### src/rtl/io_bus_arb_pkg.sv
// Shared types and constants for the two-master IO bus arbiter.
package io_bus_arb_pkg;

  localparam int unsigned ADDR_W            = 16;
  localparam int unsigned DATA_W            = 16;
  localparam int unsigned CNT_W             = 4;
  localparam int unsigned ACCESS_CYCLES_DEF = 2;

  // Master indices; a single bit selects between the two masters.
  localparam logic M0 = 1'b0;
  localparam logic M1 = 1'b1;

  typedef enum logic [1:0] {
    IDLE   = 2'd0,
    ACCESS = 2'd1,
    ACK    = 2'd2
  } state_e;

  // Request payload captured from the granted master.
  typedef struct packed {
    logic [ADDR_W-1:0] addr;
    logic [DATA_W-1:0] wdata;
    logic              rd;
    logic              wr;
  } io_req_t;

endpackage

### src/rtl/io_arb_picker.sv
// Two-way grant picker: round-robin by default, fixed m0 priority when
// IO_BUS_ARB_FIXED_PRIO_EN is defined.
module io_arb_picker
  import io_bus_arb_pkg::*;
(
  input  logic req0_i,
  input  logic req1_i,
  input  logic last_grant_i,
  output logic grant_c,
  output logic valid_c
);

`ifdef IO_BUS_ARB_FIXED_PRIO_EN
  // Last grant is irrelevant when m0 always wins.
  logic unused_last_grant;
  assign unused_last_grant = last_grant_i;
`endif

  // Pick a master; contention is resolved by priority mode.
  always_comb begin
    valid_c = req0_i | req1_i;
    grant_c = M0;
    if (req0_i && req1_i) begin
`ifdef IO_BUS_ARB_FIXED_PRIO_EN
      grant_c = M0;
`else
      grant_c = ~last_grant_i;
`endif
    end else if (req1_i) begin
      grant_c = M1;
    end
  end

endmodule

### src/rtl/io_bus_arbiter.sv
// Arbitrates two masters onto one shared IO bus, holding the strobe for
// ACCESS_CYCLES cycles and returning a one-cycle ack.
// Optional macro: IO_BUS_ARB_FIXED_PRIO_EN (m0 always wins contention).
module io_bus_arbiter
  import io_bus_arb_pkg::*;
#(
  parameter int unsigned ACCESS_CYCLES = ACCESS_CYCLES_DEF
)
(
  input  logic              sys_clk_i,
  input  logic              sys_rst_i,
  input  logic              m0_req,
  input  logic              m0_rd,
  input  logic              m0_wr,
  input  logic [ADDR_W-1:0] m0_addr,
  input  logic [DATA_W-1:0] m0_wdata,
  output logic [DATA_W-1:0] m0_rdata,
  output logic              m0_ack,
  input  logic              m1_req,
  input  logic              m1_rd,
  input  logic              m1_wr,
  input  logic [ADDR_W-1:0] m1_addr,
  input  logic [DATA_W-1:0] m1_wdata,
  output logic [DATA_W-1:0] m1_rdata,
  output logic              m1_ack,
  output logic              io_rd,
  output logic              io_wr,
  output logic [ADDR_W-1:0] io_addr,
  output logic [DATA_W-1:0] io_dout,
  input  logic [DATA_W-1:0] io_din
);

  localparam logic [CNT_W-1:0] LAST_CNT = CNT_W'(ACCESS_CYCLES - 1);

  state_e            state_q, state_d;
  logic [CNT_W-1:0]  cnt_q, cnt_d;
  logic              last_grant_q, last_grant_d;
  logic              io_rd_q, io_rd_d;
  logic              io_wr_q, io_wr_d;
  logic [ADDR_W-1:0] io_addr_q, io_addr_d;
  logic [DATA_W-1:0] io_dout_q, io_dout_d;
  logic              m0_ack_q, m0_ack_d;
  logic              m1_ack_q, m1_ack_d;
  logic [DATA_W-1:0] m0_rdata_q, m0_rdata_d;
  logic [DATA_W-1:0] m1_rdata_q, m1_rdata_d;
  logic [DATA_W-1:0] capture_c;

  logic    grant_c;
  logic    grant_valid_c;
  io_req_t sel_req_c;

  io_arb_picker u_picker (
    .req0_i      (m0_req),
    .req1_i      (m1_req),
    .last_grant_i(last_grant_q),
    .grant_c     (grant_c),
    .valid_c     (grant_valid_c)
  );

  // Payload of whichever master the picker selected.
  always_comb begin
    if (grant_c == M1) begin
      sel_req_c = '{addr: m1_addr, wdata: m1_wdata, rd: m1_rd, wr: m1_wr};
    end else begin
      sel_req_c = '{addr: m0_addr, wdata: m0_wdata, rd: m0_rd, wr: m0_wr};
    end
  end

  // Read data captured on the last access cycle; writes and no-ops return 0.
  always_comb begin
    capture_c = io_rd_q ? io_din : '0;
  end

  // Next-state and registered-output logic.
  always_comb begin
    state_d      = state_q;
    cnt_d        = cnt_q;
    last_grant_d = last_grant_q;
    io_rd_d      = io_rd_q;
    io_wr_d      = io_wr_q;
    io_addr_d    = io_addr_q;
    io_dout_d    = io_dout_q;
    m0_ack_d     = 1'b0;
    m1_ack_d     = 1'b0;
    m0_rdata_d   = m0_rdata_q;
    m1_rdata_d   = m1_rdata_q;

    case (state_q)
      IDLE: begin
        if (grant_valid_c) begin
          state_d      = ACCESS;
          cnt_d        = '0;
          last_grant_d = grant_c;
          io_addr_d    = sel_req_c.addr;
          io_dout_d    = sel_req_c.wdata;
          // rd+wr together is treated as a write.
          io_rd_d      = sel_req_c.rd & ~sel_req_c.wr;
          io_wr_d      = sel_req_c.wr;
        end
      end
      ACCESS: begin
        if (cnt_q == LAST_CNT) begin
          state_d = ACK;
          io_rd_d = 1'b0;
          io_wr_d = 1'b0;
          if (last_grant_q == M1) begin
            m1_ack_d   = 1'b1;
            m1_rdata_d = capture_c;
          end else begin
            m0_ack_d   = 1'b1;
            m0_rdata_d = capture_c;
          end
        end else begin
          cnt_d = cnt_q + CNT_W'(1);
        end
      end
      ACK: begin
        state_d = IDLE;
      end
      default: begin
        state_d = IDLE;
        io_rd_d = 1'b0;
        io_wr_d = 1'b0;
      end
    endcase
  end

  // State and output registers; reset kills strobes immediately.
  always_ff @(posedge sys_clk_i or posedge sys_rst_i) begin
    if (sys_rst_i) begin
      state_q      <= IDLE;
      cnt_q        <= '0;
      last_grant_q <= M1;
      io_rd_q      <= 1'b0;
      io_wr_q      <= 1'b0;
      io_addr_q    <= '0;
      io_dout_q    <= '0;
      m0_ack_q     <= 1'b0;
      m1_ack_q     <= 1'b0;
      m0_rdata_q   <= '0;
      m1_rdata_q   <= '0;
    end else begin
      state_q      <= state_d;
      cnt_q        <= cnt_d;
      last_grant_q <= last_grant_d;
      io_rd_q      <= io_rd_d;
      io_wr_q      <= io_wr_d;
      io_addr_q    <= io_addr_d;
      io_dout_q    <= io_dout_d;
      m0_ack_q     <= m0_ack_d;
      m1_ack_q     <= m1_ack_d;
      m0_rdata_q   <= m0_rdata_d;
      m1_rdata_q   <= m1_rdata_d;
    end
  end

  assign io_rd    = io_rd_q;
  assign io_wr    = io_wr_q;
  assign io_addr  = io_addr_q;
  assign io_dout  = io_dout_q;
  assign m0_ack   = m0_ack_q;
  assign m1_ack   = m1_ack_q;
  assign m0_rdata = m0_rdata_q;
  assign m1_rdata = m1_rdata_q;

endmodule

### config.mk
export PLATFORM = sky130hd
export DESIGN_NAME = io_bus_arbiter
export DESIGN_NICKNAME = d
export VERILOG_FILES = /design/src/rtl/io_bus_arb_pkg.sv /design/src/rtl/io_arb_picker.sv /design/src/rtl/io_bus_arbiter.sv
export SDC_FILE = /design/constraint.sdc
export NUM_CORES = 1
export LEC_CHECK = 0
export CORE_MARGIN = 2
export CORE_UTILIZATION = 42
export DETAILED_ROUTE_END_ITERATION = 10
export PLACE_DENSITY = 0.77
export SYNTH_ARGS = -nofsm -noshare
export SYNTH_HDL_FRONTEND = slang
export SYNTH_SLANG_ARGS = --single-unit
### constraint.sdc
create_clock -name sys_clk_i -period 6.2 [get_ports sys_clk_i]
set_input_delay 1.24 -clock sys_clk_i [delete_from_list [all_inputs] [get_ports sys_clk_i]]
set_output_delay 1.24 -clock sys_clk_i [all_outputs]
set_load 0.02 [all_outputs]
# Word level (Yosys, flattened, before mapping)
# Index checks and enable logic that the tools add are counted.
[classes]
n_bitwise = 5
reduce_logical = 9
eq_ne = 6
n_mux = 21
addsub = 1
[ops]
columns = ["cell", "count"]
rows = [
  ["34-bit 2-to-1 mux", 1],
  ["16-bit 2-to-1 mux", 1],
  ["3-bit AND reduction", 4],
  ["1-bit 2-to-1 mux", 11],
  ["4-bit 2-to-1 mux", 2],
  ["4-bit case mux with 2 select lines", 1],
  ["2-bit inequality test, second input constant", 3],
  ["1-bit case mux with 3 select lines", 2],
  ["4-bit by 1-bit adder with 4-bit output, second input constant", 1],
  ["4-bit by 1-bit equality test with 1-bit output, second input constant", 1],
  ["2-bit 2-to-1 mux", 2],
  ["2-bit case mux with 2 select lines", 1],
  ["2-bit AND reduction", 2],
  ["1-bit NOT", 3],
  ["2-bit by 1-bit equality test with 1-bit output, second input constant", 1],
  ["2-bit equality test, second input constant", 1],
  ["2-bit logical NOT", 1],
  ["2-bit nonzero test", 1],
  ["1-bit bitwise AND", 1],
  ["1-bit logical AND", 1],
  ["1-bit OR", 1],
]
[word_totals]
output_inout_bits = 68
elab_cells = 53
inputBits = 88
reg_bits = 75

# Logic depth before layout (Yosys ltp)
[depth]
word_depth = 7
mapped_depth = 8
mapped_depth_nobuf = 6

# Hierarchy
# Synthesis repeated with hierarchy kept, for this count alone.
[unflattened]
hier_cells = 284
hier_area_um2 = 3373.2
[modules_own_cells]
columns = ["mod", "seq_area_each_um2", "n_inst", "area_per_inst_um2", "cells_per_inst"]
rows = [
  ["io_bus_arbiter", 1878.1, 1, 3359.5, 282],
  ["io_arb_picker", 0.0, 1, 13.8, 2],
]

# Worst setup path after synthesis
# OpenSTA, ideal clock, no wires.
[synth_path]
path_type = "in2reg"
from = "input port m1_req"
to = "register io_addr_q[5], in the netlist io_addr[5]"
path_buffers = 2
arrival_ps = 2105
path_stages = 5
setup_time_ps = 134
required_ps = 6066
setup_slack_ps = 3961
cell_sequence = "a21boi_0 buf_2 buf_2 mux2i_1 o21ai_0"
[synth_between]
elab_chain_len = 3
elab_cells_between_ends = 6
[synth_rtl]
columns = ["item", "line_no", "text"]
rows = [
  ["start, declared", "io_bus_arbiter.sv:19", "input logic m1_req,"],
  ["1-bit 2-to-1 mux / 1-bit logical AND (equally long branches)", "io_arb_picker.sv:29, io_arb_picker.sv:23", ""],
  ["1-bit 2-to-1 mux", "io_arb_picker.sv:23", "if (req0_i && req1_i) begin"],
  ["34-bit 2-to-1 mux", "io_bus_arbiter.sv:62", "if (grant_c == M1) begin"],
  ["end signal, assigned", "io_bus_arbiter.sv:148", "io_addr_q <= io_addr_d;"],
  ["end, declared", "io_bus_arbiter.sv:40", "logic [ADDR_W-1:0] io_addr_q, io_addr_d;"],
]
# Parallel ways exist; a longest one is shown, timed or not.
# A chain may end at the register's enable or synchronous reset.

# Final worst setup path
[layout_path]
from = "register io_rd_q, in the netlist io_rd"
to = "output port io_rd"
[layout_lines]
columns = ["item", "line_no", "text"]
rows = [
  ["start, declared", "io_bus_arbiter.sv:38", "logic io_rd_q, io_rd_d;"],
  ["start signal, assigned", "io_bus_arbiter.sv:146", "io_rd_q <= io_rd_d;"],
  ["end, declared", "io_bus_arbiter.sv:26", "output logic io_rd,"],
]
# No word-level cell between the ends.

==> results.cfg <==
[yosys]
synth-compound-area-share_pct = 7.68
yosysTopAreaCellShare_pct = 54.9
seq_area_frac_synth_pct = 55.7
synth_top_area_cell = dfrtp_1
synth_top_flop_cell = dfrtp_1
ys.warnings.count = 0
ys_ff_latch = 75
synth_edf_count = 0
synthXorXnorAreaFrac_pct = 0.260
synthCells = 281
synthDistinctLibCells = 35
synth_simple_gate_area_share_pct = 11.1
synth-async-reset-ratio_pct = 100
ys_top_cells_by_area = dfrtp_1, mux2i_1, mux2_2
synth_mux_area_share_pct = 21.2
syn_area_mm2 = 0.00337
synth_fp_nets = 371
synth_fa_ha_area_share_pct = 0.742
synth_top_family_by_area = multiplexers
avgSynthCellArea_um2 = 12.0

[outcome]
status = finished clean

[sta]
whs_ns = 0.483
setup_violations = 0
rsz0062_at_grt = false
setup_tns_ns = 0
maxSlewViolCount = 0
fin_worst_skew_ns = 0.00796
slew_headroom_pct = 38.2
worst-slew-pin-transition_ns = 0.927
period_share_pct = 48.1
hold_viol = 0
min_period_ns = 2.98
max_freq_mhz = 335

[worst_setup_path]
crit_type = reg2out
r2r_setup_slack_ns = 4.30
critPathTopFamily = buffers and inverters
r2r_start = cnt_q[0]
critical_path_required_ns = 4.96
crit_slowest_cell = clkdlybuf4s50_1
crit_path_cell_trace = clkdlybuf4s50_1
slowest_delay_ns = 0.71
crit_fanout = 18
crit_arrival_ns = 1.74
crit_path_end_kind = primary output
path_buf_inv = 1
crit_path_start_kind = register
crit_start = io_rd

[global_routing]
grt_pass1_vias = 2670
grt-ovfl-total = 0
grtUsageTotal_pct = 18.7
grt_pass1_wl_mm = 12.7
antenna_found_initial = 0
grt_start_max_net_pins = 76

[clocking]
numCtsBuffers = 9
clock_sinks = 75
h-tree-depth = 3
post-cts-setup-buffer-count = 0
cts_resized = 0
holdBufCountCts = 0
cts_max_path_buffers = 2
cts_root_buf = clkbuf_8
path_clk_slew_ns = 0.08
cts_tree = built
clk_latency_ns = 0.34

[hold_path]
min_from = io_dout[6]
hold_class = reg2reg

[power]
ir_worst_vdd_uv = 229
fin_total_pwr_w = 0.00246
powerDensity_mw_per_mm2 = 471
p_leak_nw = 2.40

[drt]
wl_met2_mm = 3.89
first_pass_iters = 4
routed_via_density = 4.89
final_antenna_net_count = 0
initialDrtViolationCount = 57
wl_mm = 8.07
wl_met3_um = 815
top_layer = met4
drc = 0
detail_route.wl_per_cell_um = 14.9
vias = 2644
wl_met1_mm = 3.23

[floorplan]
dieHeight_um = 93.6
die-area_mm2 = 0.00876
core-area_mm2 = 0.00777
die_w_um = 93.6
fp-row-count = 32
io_pins = 156
start_util_pct = 43.4

[placement]
port_buffers = 155
gp_congestion = 0.763
dp_hpwl_mm = 5.78

[final_layout]
layout-drive-gt1-share_pct = 14.4
final_cell_mix = clkdlybuf4s50_1, dfrtp_1, nand2_1, o21ai_0, mux2i_1
fin_nets = 524
final_common_cell = clkdlybuf4s50_1
antenna_cells = 0
syn_to_final_growth_pct = 55.0

[job]
cap_violations = 0
==> final timing paths <==
kind / to / cells after the start
min: io_dout[6] / 2
max reg2reg: m0_rdata[5] / 5
max: io_rd / 1
min reg2reg: io_dout[6] / 2
min in group asynchronous: io_addr[4] / 3
max in group asynchronous: m1_rdata[14] / 3
==> cells by family after synthesis <==
kind of cell,count (synthesis)
flip-flops,75
AND/OR/NAND/NOR,72
multiplexers,64
AO/OA/AOI/OAI,47
buffers and inverters,20
adder cells (fa/ha/maj),2
XOR/XNOR,1
==> sequential cells by signal (all words and copies together), names as in the netlist <==
name and flops:
io_addr 16, io_dout 16, m0_rdata 16, m1_rdata 16, cnt_q 4, state_q 2, io_rd 1, io_wr 1
last_grant_q 1, m0_ack 1, m1_ack 1
==> per-stage QoR <==
stage                     utilization [%]  instances  setup WS [ns]  cell area (µm²)
after floorplan                         -        281           3.05             3370
after global placement               64.4        525           3.16             5000
after detailed placement             64.4        525           3.04             5000
after CTS                            67.3        541           3.18             5230
after global routing                 67.3        541           3.13             5230
final                                67.3        541           3.22             5230
==> per-layer routing <==
| metal | up-vias | global-route usage (%) |
|---|---|---|
| li1 | 1268 | - |
| met1 | 1252 | 22.1 |
| met2 | 114 | 31.2 |
| met3 | 10 | 7.33 |
| met4 | 0 | 6.52 |
| met5 | - | 0 |
==> final cells by class <==
cell class	instances	area [µm²]
flip-flops and latches	75	1880
multi-input cells	186	1410
repair buffers	158	1570
clock inverters	6	88.8
well taps	102	128
clock buffers	10	138
fillers	614	2540
inverters	4	16.3
==> cells in the mapped netlist (3+ instances only) <==
cell / number
o21ai_0: 36
mux2_2: 23
dfrtp_1: 74
nor3_1: 3
inv_1: 4
mux2i_1: 32
and2_1: 16
nand2_1: 39
nand2b_1: 3
a21oi_1: 4
clkbuf_1: 8
buf_2: 4
mux2_4: 9
==> power breakdown <==
| part | switching (W) | leakage [nW] | internal, W | total (W) |
|---|---|---|---|---|
| clock | 0.000182 | 0.108 | 0.000238 | 0.000419 |
| sequential | 0.000148 | 0.979 | 0.000708 | 0.000855 |
| combinational | 0.000582 | 1.31 | 0.000606 | 0.00119 |
Note: power is estimated with default switching activity, not from simulation.
